`src/rtl/mac_lookup_arbiter_if.sv`:
```
`default_nettype none
// ============================================================================
//  Module      : mac_lookup_arbiter_if
//  Description : Requester-side bundle of the MAC lookup arbiter: per-requester
//                request handshake with packed fields and shared responses.
//  Revision    : 1.0 - initial release
// ============================================================================
interface mac_lookup_arbiter_if #(
    parameter int NUM_REQ   = 4,
    parameter int PORT_BITS = 6
);
    logic [NUM_REQ-1:0]           req_valid;
    logic [NUM_REQ-1:0]           req_ready;
    logic [NUM_REQ*12-1:0]        req_src_vlan;
    logic [NUM_REQ*48-1:0]        req_src_mac;
    logic [NUM_REQ*PORT_BITS-1:0] req_src_port;
    logic [NUM_REQ*48-1:0]        req_dst_mac;
    logic [NUM_REQ-1:0]           resp_valid;
    logic                         resp_hit;
    logic [PORT_BITS-1:0]         resp_dst_port;

    modport master (
        output req_valid, req_src_vlan, req_src_mac, req_src_port, req_dst_mac,
        input  req_ready, resp_valid, resp_hit, resp_dst_port
    );

    modport slave (
        input  req_valid, req_src_vlan, req_src_mac, req_src_port, req_dst_mac,
        output req_ready, resp_valid, resp_hit, resp_dst_port
    );
endinterface
`default_nettype wire

```
`src/rtl/mac_lookup_arbiter.sv`:
```
`default_nettype none
// ============================================================================
//  Module      : mac_lookup_arbiter
//  Description : Round-robin arbiter sharing one MAC table lookup port between
//                NUM_REQ requesters; an ID FIFO routes in-order completions
//                back to their issuers.
//                Optional per-requester statistics: MAC_LOOKUP_ARB_STATS_EN.
//  Revision    : 1.0 - initial release
// ============================================================================
module mac_lookup_arbiter #(
    parameter int NUM_REQ         = 4,
    parameter int MAX_OUTSTANDING = 8,
    parameter int PORT_BITS       = 6
) (
    input  wire logic                         clk,
    input  wire logic                         rst,
    mac_lookup_arbiter_if.slave               req_if,
    output logic                              lookup_en_o,
    output logic [11:0]                       lookup_src_vlan_o,
    output logic [47:0]                       lookup_src_mac_o,
    output logic [PORT_BITS-1:0]              lookup_src_port_o,
    output logic [47:0]                       lookup_dst_mac_o,
    input  wire logic                         lookup_done_i,
    input  wire logic                         lookup_hit_i,
    input  wire logic [PORT_BITS-1:0]         lookup_dst_port_i,
    output logic                              err_spurious_o
`ifdef MAC_LOOKUP_ARB_STATS_EN
    ,
    input  wire logic [$clog2(NUM_REQ)-1:0]   stats_sel_i,
    output logic [31:0]                       stats_grants_o,
    output logic [31:0]                       stats_stalls_o
`endif
);

    localparam int c_IDX_W = $clog2(NUM_REQ);
    localparam int c_PTR_W = $clog2(MAX_OUTSTANDING);
    localparam int c_CNT_W = c_PTR_W + 1;

    logic [c_IDX_W-1:0]   rr_ptr_q;
    logic [c_IDX_W-1:0]   fifo_q [MAX_OUTSTANDING];
    logic [c_PTR_W-1:0]   wr_ptr_q;
    logic [c_PTR_W-1:0]   rd_ptr_q;
    logic [c_CNT_W-1:0]   count_q;
    logic [c_CNT_W-1:0]   count_d;

    logic                 lookup_en_q;
    logic [11:0]          lookup_src_vlan_q;
    logic [47:0]          lookup_src_mac_q;
    logic [PORT_BITS-1:0] lookup_src_port_q;
    logic [47:0]          lookup_dst_mac_q;
    logic [NUM_REQ-1:0]   resp_valid_q;
    logic                 resp_hit_q;
    logic [PORT_BITS-1:0] resp_dst_port_q;
    logic                 err_spurious_q;

    logic                 w_pop;
    logic                 w_push;
    logic                 w_spurious;
    logic                 w_can_grant;
    logic                 w_gnt_vld;
    logic [c_IDX_W-1:0]   w_gnt_idx;
    logic [c_IDX_W:0]     w_cand;
    logic [NUM_REQ-1:0]   w_gnt_onehot;
    logic [c_IDX_W-1:0]   w_head;
    logic [11:0]          w_sel_vlan;
    logic [47:0]          w_sel_smac;
    logic [PORT_BITS-1:0] w_sel_sport;
    logic [47:0]          w_sel_dmac;

    // A push is only visible next cycle, so done with an empty FIFO is spurious
    // even when a grant lands in the same cycle.
    assign w_pop       = lookup_done_i && (count_q != '0);
    assign w_spurious  = lookup_done_i && (count_q == '0);
    assign w_can_grant = (count_q < c_CNT_W'(MAX_OUTSTANDING)) || w_pop;
    assign w_push      = w_gnt_vld;
    assign w_head      = fifo_q[rd_ptr_q];

    always_comb begin
        w_gnt_vld = 1'b0;
        w_gnt_idx = '0;
        w_cand    = '0;
        for (int k = 1; k <= NUM_REQ; k++) begin
            w_cand = {1'b0, rr_ptr_q} + (c_IDX_W+1)'(k);
            if (w_cand >= (c_IDX_W+1)'(NUM_REQ)) begin
                w_cand = w_cand - (c_IDX_W+1)'(NUM_REQ);
            end
            if (!w_gnt_vld && w_can_grant && req_if.req_valid[w_cand[c_IDX_W-1:0]]) begin
                w_gnt_vld = 1'b1;
                w_gnt_idx = w_cand[c_IDX_W-1:0];
            end
        end
    end

    assign w_gnt_onehot     = w_gnt_vld ? (NUM_REQ'(1) << w_gnt_idx) : '0;
    assign req_if.req_ready = w_gnt_onehot;

    always_comb begin
        w_sel_vlan  = '0;
        w_sel_smac  = '0;
        w_sel_sport = '0;
        w_sel_dmac  = '0;
        for (int i = 0; i < NUM_REQ; i++) begin
            if (w_gnt_idx == c_IDX_W'(i)) begin
                w_sel_vlan  = req_if.req_src_vlan[i*12 +: 12];
                w_sel_smac  = req_if.req_src_mac[i*48 +: 48];
                w_sel_sport = req_if.req_src_port[i*PORT_BITS +: PORT_BITS];
                w_sel_dmac  = req_if.req_dst_mac[i*48 +: 48];
            end
        end
    end

    always_comb begin
        count_d = count_q;
        case ({w_push, w_pop})
            2'b10:   count_d = count_q + c_CNT_W'(1);
            2'b01:   count_d = count_q - c_CNT_W'(1);
            default: count_d = count_q;
        endcase
    end

    // ID storage needs no reset: entries are only read behind a non-zero count.
    always_ff @(posedge clk) begin
        if (w_push) begin
            fifo_q[wr_ptr_q] <= w_gnt_idx;
        end
    end

    always_ff @(posedge clk or posedge rst) begin
        if (rst) begin
            rr_ptr_q          <= c_IDX_W'(NUM_REQ - 1);
            wr_ptr_q          <= '0;
            rd_ptr_q          <= '0;
            count_q           <= '0;
            lookup_en_q       <= 1'b0;
            lookup_src_vlan_q <= '0;
            lookup_src_mac_q  <= '0;
            lookup_src_port_q <= '0;
            lookup_dst_mac_q  <= '0;
            resp_valid_q      <= '0;
            resp_hit_q        <= 1'b0;
            resp_dst_port_q   <= '0;
            err_spurious_q    <= 1'b0;
        end else begin
            lookup_en_q <= w_push;
            count_q     <= count_d;
            if (w_push) begin
                rr_ptr_q          <= w_gnt_idx;
                wr_ptr_q          <= wr_ptr_q + c_PTR_W'(1);
                lookup_src_vlan_q <= w_sel_vlan;
                lookup_src_mac_q  <= w_sel_smac;
                lookup_src_port_q <= w_sel_sport;
                lookup_dst_mac_q  <= w_sel_dmac;
            end
            if (w_pop) begin
                rd_ptr_q        <= rd_ptr_q + c_PTR_W'(1);
                resp_valid_q    <= NUM_REQ'(1) << w_head;
                resp_hit_q      <= lookup_hit_i;
                resp_dst_port_q <= lookup_dst_port_i;
            end else begin
                resp_valid_q    <= '0;
            end
            if (w_spurious) begin
                err_spurious_q <= 1'b1;
            end
        end
    end

    assign lookup_en_o          = lookup_en_q;
    assign lookup_src_vlan_o    = lookup_src_vlan_q;
    assign lookup_src_mac_o     = lookup_src_mac_q;
    assign lookup_src_port_o    = lookup_src_port_q;
    assign lookup_dst_mac_o     = lookup_dst_mac_q;
    assign req_if.resp_valid    = resp_valid_q;
    assign req_if.resp_hit      = resp_hit_q;
    assign req_if.resp_dst_port = resp_dst_port_q;
    assign err_spurious_o       = err_spurious_q;

`ifdef MAC_LOOKUP_ARB_STATS_EN
    logic [31:0] grants_q [NUM_REQ];
    logic [31:0] stalls_q [NUM_REQ];
    logic [31:0] stats_grants_q;
    logic [31:0] stats_stalls_q;

    always_ff @(posedge clk or posedge rst) begin
        if (rst) begin
            for (int i = 0; i < NUM_REQ; i++) begin
                grants_q[i] <= '0;
                stalls_q[i] <= '0;
            end
        end else begin
            for (int i = 0; i < NUM_REQ; i++) begin
                if (req_if.req_valid[i] && w_gnt_onehot[i] && (grants_q[i] != '1)) begin
                    grants_q[i] <= grants_q[i] + 32'd1;
                end
                if (req_if.req_valid[i] && !w_gnt_onehot[i] && (stalls_q[i] != '1)) begin
                    stalls_q[i] <= stalls_q[i] + 32'd1;
                end
            end
        end
    end

    always_ff @(posedge clk or posedge rst) begin
        if (rst) begin
            stats_grants_q <= '0;
            stats_stalls_q <= '0;
        end else if (int'(stats_sel_i) < NUM_REQ) begin
            stats_grants_q <= grants_q[stats_sel_i];
            stats_stalls_q <= stalls_q[stats_sel_i];
        end else begin
            stats_grants_q <= '0;
            stats_stalls_q <= '0;
        end
    end

    assign stats_grants_o = stats_grants_q;
    assign stats_stalls_o = stats_stalls_q;
`endif

endmodule
`default_nettype wire

```
`src/flat_wrapper.sv`:
```
// flat-port wrapper written by rule: the top's interface ports become plain ports
module mac_lookup_arbiter_flat 
#(
    parameter int NUM_REQ         = 4,
    parameter int MAX_OUTSTANDING = 8,
    parameter int PORT_BITS       = 6
)
  (clk, rst, lookup_en_o, lookup_src_vlan_o, lookup_src_mac_o, lookup_src_port_o, lookup_dst_mac_o, lookup_done_i, lookup_hit_i, lookup_dst_port_i, err_spurious_o, req_if_req_valid, req_if_req_src_vlan, req_if_req_src_mac, req_if_req_src_port, req_if_req_dst_mac, req_if_req_ready, req_if_resp_valid, req_if_resp_hit, req_if_resp_dst_port);
  mac_lookup_arbiter_if #(.NUM_REQ(NUM_REQ), .PORT_BITS(PORT_BITS)) req_if_i ();
  input  wire logic clk;
  input  wire logic rst;
  output logic lookup_en_o;
  output logic [11:0] lookup_src_vlan_o;
  output logic [47:0] lookup_src_mac_o;
  output logic [PORT_BITS-1:0] lookup_src_port_o;
  output logic [47:0] lookup_dst_mac_o;
  input  wire logic lookup_done_i;
  input  wire logic lookup_hit_i;
  input  wire logic [PORT_BITS-1:0] lookup_dst_port_i;
  output logic err_spurious_o;
  input wire logic [$bits(req_if_i.req_valid)-1:0] req_if_req_valid;
  input wire logic [$bits(req_if_i.req_src_vlan)-1:0] req_if_req_src_vlan;
  input wire logic [$bits(req_if_i.req_src_mac)-1:0] req_if_req_src_mac;
  input wire logic [$bits(req_if_i.req_src_port)-1:0] req_if_req_src_port;
  input wire logic [$bits(req_if_i.req_dst_mac)-1:0] req_if_req_dst_mac;
  output wire logic [$bits(req_if_i.req_ready)-1:0] req_if_req_ready;
  output wire logic [$bits(req_if_i.resp_valid)-1:0] req_if_resp_valid;
  output wire logic [$bits(req_if_i.resp_hit)-1:0] req_if_resp_hit;
  output wire logic [$bits(req_if_i.resp_dst_port)-1:0] req_if_resp_dst_port;
  assign req_if_i.req_valid = req_if_req_valid;
  assign req_if_i.req_src_vlan = req_if_req_src_vlan;
  assign req_if_i.req_src_mac = req_if_req_src_mac;
  assign req_if_i.req_src_port = req_if_req_src_port;
  assign req_if_i.req_dst_mac = req_if_req_dst_mac;
  assign req_if_req_ready = req_if_i.req_ready;
  assign req_if_resp_valid = req_if_i.resp_valid;
  assign req_if_resp_hit = req_if_i.resp_hit;
  assign req_if_resp_dst_port = req_if_i.resp_dst_port;
  mac_lookup_arbiter #(.NUM_REQ(NUM_REQ), .MAX_OUTSTANDING(MAX_OUTSTANDING), .PORT_BITS(PORT_BITS)) u_core (.clk(clk), .rst(rst), .req_if(req_if_i), .lookup_en_o(lookup_en_o), .lookup_src_vlan_o(lookup_src_vlan_o), .lookup_src_mac_o(lookup_src_mac_o), .lookup_src_port_o(lookup_src_port_o), .lookup_dst_mac_o(lookup_dst_mac_o), .lookup_done_i(lookup_done_i), .lookup_hit_i(lookup_hit_i), .lookup_dst_port_i(lookup_dst_port_i), .err_spurious_o(err_spurious_o));
endmodule
```
`config.mk`:
```
export PLATFORM = sky130hd
export DESIGN_NAME = mac_lookup_arbiter_flat
export DESIGN_NICKNAME = d
export VERILOG_FILES = /design/src/rtl/mac_lookup_arbiter_if.sv /design/src/rtl/mac_lookup_arbiter.sv /design/src/flat_wrapper.sv
export SDC_FILE = /design/constraint.sdc
export NUM_CORES = 1
export LEC_CHECK = 0
export CAP_MARGIN = 20
export CORE_AREA = 2 2 232 234
export DETAILED_ROUTE_END_ITERATION = 6
export DIE_AREA = 0 0 234 236
export HOLD_SLACK_MARGIN = 0.06
export PLACE_DENSITY_LB_ADDON = 0.12
export SLEW_MARGIN = 20
export SYNTH_ARGS = -nofsm -noshare
export SYNTH_HDL_FRONTEND = slang
export SYNTH_SLANG_ARGS = --single-unit
```
`constraint.sdc`:
```
create_clock -name clk -period 4.25 [get_ports clk]
set_clock_uncertainty 0.15 [all_clocks]
set_input_delay 0.425 -clock clk [delete_from_list [all_inputs] [get_ports clk]]
set_output_delay 0.425 -clock clk [all_outputs]
set_load 0.01 [all_outputs]
```
== After elaboration in Yosys (flattened, before gate mapping) ==
Memory sizes are Yosys's and may differ from the RTL's.
Index checks and enable logic that the tools add are counted.

* Register bits: 139
* Memory bits (writable): 16
* Memories: 1
* Input port bits: 470

* Muxes and demuxes: 41
* Equality and inequality tests: 5
* Reductions and logical operators: 17
* Magnitude comparators: 9
* Shifts and indexed selects: 2
* Add/sub/neg operators: 12

{| class="wikitable"
|+ Memories
! name !! depth !! width !! rd ports !! clocked after Yosys merged registers in !! write ports !! line !! source
|-
| u_core.fifo_q || 8 || 2 || 1 || 0 || 1 || mac_lookup_arbiter.sv:40 || <nowiki>logic [c_IDX_W-1:0] fifo_q [MAX_OUTSTANDING];</nowiki>
|}

{| class="wikitable"
|+ Operators by type and width
! kind !! count
|-
| two-way mux 48 bit || 8
|-
| two-way mux 12 bit || 4
|-
| two-way mux 6 bit || 4
|-
| two-way mux 2 bit || 8
|-
| >= comparator 3 bit, second input constant || 4
|-
| < comparator 2 x 3 -> 1 bit, second input constant || 4
|-
| two-way mux 1 bit || 10
|-
| logical AND 1 bit || 9
|-
| binary-select mux 1 bit (select 2 bit) || 4
|-
| two-way mux 4 bit || 2
|-
| one-hot mux 4 bit (2 select lines) || 1
|-
| << shifter 1 x 2 -> 4 bit, first input constant || 2
|-
| subtractor 2 x 1 -> 2 bit, second input constant || 4
|-
| adder 2 x 2 -> 3 bit, second input constant || 2
|-
| adder 3 x 1 -> 3 bit, second input constant || 2
|-
| equality test 2 bit, second input constant || 3
|-
| adder 4 x 1 -> 4 bit, second input constant || 1
|-
| equality test 2 x 1 -> 1 bit, second input constant || 2
|-
| zero test 4 bit || 1
|-
| < comparator 4 bit, second input constant || 1
|-
| nonzero test 4 bit || 1
|-
| subtractor 4 x 1 -> 4 bit, second input constant || 1
|-
| adder 2 x 1 -> 3 bit, second input constant || 1
|-
| adder 2 x 3 -> 3 bit, second input constant || 1
|-
| 4 further kinds || 6
|}

== Logic depth before layout (Yosys ltp) ==
Gate-level depths: netlist (run 1).

* Depth after elaboration: 24
* Mapped depth: 13
* Depth with buffers taken out: 10

== Worst setup path after synthesis (run 1) ==
OpenSTA, ideal clock, no wires.

* Kind: register -> output
* Start: register u_core.rr_ptr_q[0]
* End: output port req_if_req_ready[0]
* Slack: 1.138 ns
* Data required time: 3.675 ns
* Cell stages (with the launch flop): 12
* Data arrival time: 2.537 ns
* Cell sequence: dfstp_2 -> buf_2 -> clkinv_1 -> mux2i_1 -> and4_4 -> or4b_1 -> nand4b_1 -> buf_4 -> buf_12 -> buf_6 -> inv_2 -> nor3_1

* Longest elaborated chain between the ends: 21
* Elaborated cells on any way between the ends: 44
* Classes of those cells: add/sub: 8; order compare: 4; shift: 1; mux: 21; reduce/logical: 10

{| class="wikitable"
|+ RTL lines
! what !! line !! source
|-
| from (decl) || mac_lookup_arbiter.sv:39 || <nowiki>logic [c_IDX_W-1:0] rr_ptr_q;</nowiki>
|-
| from (signal assigned) || mac_lookup_arbiter.sv:130 || <nowiki>rr_ptr_q <= c_IDX_W'(NUM_REQ - 1);</nowiki>
|-
| from (signal assigned) || mac_lookup_arbiter.sv:147 || <nowiki>rr_ptr_q <= w_gnt_idx;</nowiki>
|-
| adder 2 x 1 -> 3 bit || mac_lookup_arbiter.sv:83 || <nowiki>w_cand = {1'b0, rr_ptr_q} + (c_IDX_W+1)'(k);</nowiki>
|-
| >= comparator 3 bit / subtractor 2 x 1 -> 2 bit (equally long branches) || mac_lookup_arbiter.sv:84, mac_lookup_arbiter.sv:85 ||
|-
| two-way mux 2 bit || mac_lookup_arbiter.sv:84 || <nowiki>if (w_cand >= (c_IDX_W+1)'(NUM_REQ)) begin</nowiki>
|-
| binary-select mux 1 bit (select 2 bit) || mac_lookup_arbiter.sv:87 || <nowiki>if (!w_gnt_vld && w_can_grant && req_if.req_valid[w_cand[c_IDX_W-1:0]]) begin</nowiki>
|-
| two-way mux 1 bit (not written as such) || mac_lookup_arbiter.sv:87 ||
|-
| logical AND 1 bit || mac_lookup_arbiter.sv:87 ||
|-
| two-way mux 1 bit || mac_lookup_arbiter.sv:87 ||
|-
| zero test 1 bit || mac_lookup_arbiter.sv:87 ||
|-
| [... 4 more ...] || -- ||
|-
| logical AND 1 bit (2 in series) || mac_lookup_arbiter.sv:87 ||
|-
| two-way mux 1 bit || mac_lookup_arbiter.sv:87 ||
|-
| zero test 1 bit || mac_lookup_arbiter.sv:87 ||
|-
| logical AND 1 bit (2 in series) || mac_lookup_arbiter.sv:87 ||
|-
| two-way mux 2 bit (*) || mac_lookup_arbiter.sv:87 ||
|-
| named net u_core.w_gnt_idx[1] || mac_lookup_arbiter.sv:61 || <nowiki>logic [c_IDX_W-1:0] w_gnt_idx;</nowiki>
|-
| << shifter 1 x 2 -> 4 bit (*) || mac_lookup_arbiter.sv:94 || <nowiki>assign w_gnt_onehot = w_gnt_vld ? (NUM_REQ'(1) << w_gnt_idx) : '0;</nowiki>
|-
| two-way mux 4 bit (*) || mac_lookup_arbiter.sv:94 ||
|-
| to (decl) || flat_wrapper.sv:26 || <nowiki>output wire logic [$bits(req_if_i.req_ready)-1:0] req_if_req_ready;</nowiki>
|}

Mark *: on every way through the listed nets, which the timed path passes. The rest lies on a longest branch. The select of a mux whose other input is x is not followed.

== Worst setup path after layout (run 1) ==
* Start: register u_core.rr_ptr_q[0]
* End: output port req_if_req_ready[2]

* Longest elaborated chain between the ends: 21
* Elaborated cells on any way between the ends: 44
* Classes of those cells: add/sub: 8; order compare: 4; shift: 1; mux: 21; reduce/logical: 10

{| class="wikitable"
|+ RTL lines
! what !! line
|-
| adder 2 x 1 -> 3 bit || mac_lookup_arbiter.sv:83
|-
| >= comparator 3 bit / subtractor 2 x 1 -> 2 bit (equally long branches) || mac_lookup_arbiter.sv:84, mac_lookup_arbiter.sv:85
|-
| two-way mux 2 bit || mac_lookup_arbiter.sv:84
|-
| binary-select mux 1 bit (select 2 bit) || mac_lookup_arbiter.sv:87
|-
| two-way mux 1 bit (not written as such) || mac_lookup_arbiter.sv:87
|-
| logical AND 1 bit || mac_lookup_arbiter.sv:87
|-
| two-way mux 1 bit || mac_lookup_arbiter.sv:87
|-
| zero test 1 bit || mac_lookup_arbiter.sv:87
|-
| [... 3 more ...] || --
|-
| zero test 1 bit || mac_lookup_arbiter.sv:87
|-
| logical AND 1 bit (2 in series) || mac_lookup_arbiter.sv:87
|-
| two-way mux 1 bit || mac_lookup_arbiter.sv:87
|-
| zero test 1 bit || mac_lookup_arbiter.sv:87
|-
| logical AND 1 bit (2 in series) || mac_lookup_arbiter.sv:87
|-
| two-way mux 2 bit || mac_lookup_arbiter.sv:87
|-
| << shifter 1 x 2 -> 4 bit || mac_lookup_arbiter.sv:94
|-
| two-way mux 4 bit (*) || mac_lookup_arbiter.sv:94
|}

Mark *: on every way between the ends. The rest lies on a longest branch, timed or not. The select of a mux whose other input is x is not followed.

==> results of run 1 <==
-- cells by family (layout without fill, tap and decap cells) --
| kind of cell | Yosys count | in the layout | share of synthesized area |
|---|---|---|---|
| buffers and inverters | 80 | 657 | 0.0619 |
| xor gates and xnor gates | 10 | 10 | 0.00957 |
| adders and majority gates | 5 | 5 | 0.00684 |
| other | 0 | 1 | 0 |
| and+or+nand+nor | 191 | 191 | 0.0883 |
| AOI/OAI and AO/OA | 132 | 132 | 0.130 |
| muxes | 242 | 242 | 0.270 |
| DFF | 155 | 155 | 0.433 |
-- sequential cells by signal, summed over array words and instances, names as in the netlist --
register	flops
u_core.wr_ptr_q	3
u_core.req_if.resp_hit	1
u_core.lookup_src_vlan_o	12
u_core.err_spurious_o	1
u_core.req_if.resp_valid	4
u_core.rd_ptr_q	3
u_core.req_if.resp_dst_port	6
u_core.lookup_src_port_o	6
u_core.lookup_src_mac_o	48
u_core.lookup_dst_mac_o	48
u_core.count_q	4
u_core.rr_ptr_q	2
u_core.fifo_q	16
u_core.lookup_en_o	1
-- worst paths after layout --
| path | startpoint | endpoint | cells after the start |
|---|---|---|---|
| setup reg to reg | u_core.rr_ptr_q[1] | u_core.lookup_src_vlan_o[10] | 9 |
| max in group asynchronous | rst | u_core.lookup_dst_mac_o[5] | 3 |
| hold / removal | rst | u_core.lookup_src_mac_o[13] | 2 |
| setup / recovery | u_core.rr_ptr_q[0] | req_if_req_ready[2] | 8 |
| min in group clk | u_core.err_spurious_o | u_core.err_spurious_o | 1 |
| hold reg to reg | u_core.err_spurious_o | u_core.err_spurious_o | 1 |
-- layout make-up --
class                      count  area, um2
timing repair buffer         619       6240
fill                        5467      36800
clock buffer                  19        443
clock inverter                13        105
tap                          696        871
antenna                        1       2.50
sequential                   155       3960
inverter                       6       31.3
multi-input combinational    580       4630
-- repair_timing --
item                                    CTS  global route
resized for setup                         0             1
setup buffers                             0             3
endpoints found under the setup margin    0             2
endpoints found under the hold margin     0             0
-- layer usage --
| metal | up-vias | share of wire |
|---|---|---|
| met1 | 4250 | 0.38 |
| met3 | 36 | 0.090 |
| met2 | 374 | 0.51 |
| li1 | 4215 | - |
| met4 | 2 | 0.018 |
| met5 | - | 0.00031 |
-- cells in the mapped netlist, types with 2 or more instances --
cell | count | area [um2]
dfstp_2 | 2 | 52.6
nor2_1 | 126 | 473
clkbuf_1 | 43 | 161
buf_12 | 9 | 180
buf_4 | 4 | 30.0
xnor2_1 | 5 | 43.8
nor3b_1 | 2 | 15.0
nor4b_1 | 3 | 26.3
nor3_1 | 4 | 20.0
o21ai_1 | 3 | 15.0
o221ai_1 | 3 | 26.3
nor4_1 | 4 | 25.0
xor2_1 | 5 | 43.8
mux2_2 | 2 | 22.5
inv_2 | 3 | 11.3
ha_1 | 5 | 62.6
edfxtp_1 | 16 | 480
nand2_1 | 37 | 139
dfrtp_1 | 137 | 3430
buf_6 | 13 | 146
a221oi_1 | 104 | 911
nand4b_1 | 2 | 17.5
mux4_2 | 4 | 90.1
buf_2 | 3 | 15.0
inv_1 | 2 | 7.51
a221oi_2 | 10 | 150
or2_1 | 2 | 12.5
a21oi_1 | 5 | 25.0
nand2b_1 | 4 | 25.0
mux2i_1 | 236 | 2360
-- metrics by stage --
step                hold slack [ns]   util  std cells  setup slack, ns  instance area (um2)
finish                        0.226  0.307       2089            0.319                16300
detailed placement            0.306  0.296       2053            0.374                15700
floorplan                     0.328      -        815             1.14                 9160
CTS                           0.207  0.306       2085            0.185                16300
global route                  0.249  0.307       2088           0.0371                16300
global placement              0.291  0.296       2053            0.386                15700
-- power by group --
| part | internal (mW) | switching (mW) | total, mW |
|---|---|---|---|
| combinational | 3.84 | 3.79 | 7.63 |
| clock | 0.776 | 0.754 | 1.53 |
| sequential | 2.31 | 0.472 | 2.79 |
-- critical path, delay by kind of cell (launching register included) --
family	cells	cell delay, ns
DFF	1	0.64
and+or+nand+nor	4	1.04
AOI/OAI and AO/OA	1	0.18
buffers and inverters	3	1.02
==> results.md, run 1 <==
- Final setup viols: 0
- EDFF count, synth: 16
- Max transition margin: 0.380
- DR DRC count: 0
- Final Wtd Congestion: 0.772
- Crit share post-route: 0.925
- M2 GR Usage: 0.269
- Synth Flop Type: dfrtp_1
- Sequential element share of the synthesized area: 0.433
- Pwr dens: 734 nW/um2
- Synthesized area: ~9200 um2
- Ys Warns: 0
- Clk_lat worst skew: 0.48 ns
- Total Wirelength: 42600 um
- Reg2reg setup slack: 0.67 ns
- Port bufs: 600
- Largest net degree at the start of global routing: between 90 and 100
- Initial antenna violation count: 1
- Setup TNS: 0 ns
- Routed Antenna Nets: 0
- Max incr delay on CP: 0.64 ns
- Syn nets: approximately 1.3k
- Routing usage on met1: 0.163
- Layout area overhead: 77.9%
- Worst Setup Start Kind: flip-flop
- Die ar.: between 50000 and 60000 um2
- Rows: 85
- Unrepaired setup endpoints after global routing: no
- GRT busiest layer: met2
- Critical-path top delay cell: dfstp_2
- Synthesized area per cell: 11.2 um2
- Grt met3 use: 0.0618
- Crit-path cells: clkinv_1 -> nor4b_1 -> o211ai_1 -> and4b_1 -> nand4b_1 -> buf_4 -> nor2_1 -> clkdlybuf4s50_1
- Via count: between 8k and 9k
- First-pass GRT wire length: 60800 um
- Routed len/inst: between 20 and 25 um
- CTS Sinks: 155
- Die W: 234 um
- I/O Pins: 601
- CTS tree: built
- FF+latch count, synth: 155
- Total grt overflow: 0
- F_max: 0.254 GHz
- Most frequent cells in the layout: clkdlybuf4s50_1, mux2i_1, dfrtp_1, nor2_1, a221oi_1
- Crit path max fanout: 10
- CTS clk-pin slew, worst paths: 0.08 ns
- CTS H-tree depth: 4
- Yosys cell types: 47
- Fin crit period: approximately 4 ns
- All-Layer GR Usage: 0.151
- Root Buffer: clkbuf_16
- Worst Setup End Kind: primary output
- Initial Util: 0.172
- DRT Pass-1 Iters: 4
- Core area: 53100 um2
- Max-slew violations: 0
- Cells after synthesis: 815
- Ys async rst share: 0.897
- Vias in the first global route: 9407
- Via density: between 4 and 5
- Leading cell type in the layout, fill and taps excluded: clkdlybuf4s50_1
- Critical path type: flip-flop to primary output
- WP data arrival: ~3.4 ns
- Max-Cap Viols: 0
- Hold/Removal Path Class: input port to async pin
- Final Power: roughly 12 mW
- Fin. Hold Viols: 0
- VDD IR max: 0.585 mV
- CTS Buffer Depth: 2
- DRT iter0 DRCs: between 300 and 400
- Leakage: 6.58 nW
- Required time worst endpoint: 3.67 ns
- Status: complete, no violations
- CTS Buf Count: 17
- Nets: 1854
- Detailed Place HPWL: about 32000 um
- CTS Hold Bufs: 0
- Layout cells sized above 1: 0.0546
- Measured slew at the worst slew-check pin: 0.931 ns
- Die span in y: 236 um
Power figures use the tool's default switching activity.
==> run 2, diff against run 1 <==
--- a/config.mk
+++ b/config.mk
@@ -5,7 +5,6 @@
 export SDC_FILE = /design/constraint.sdc
 export NUM_CORES = 1
 export LEC_CHECK = 0
-export CAP_MARGIN = 20
 export CORE_AREA = 2 2 232 234
 export DETAILED_ROUTE_END_ITERATION = 6
 export DIE_AREA = 0 0 234 236
==> results of run 2 <==
Same layout as run 1: the final DEF is identical, and so are final timing and power.
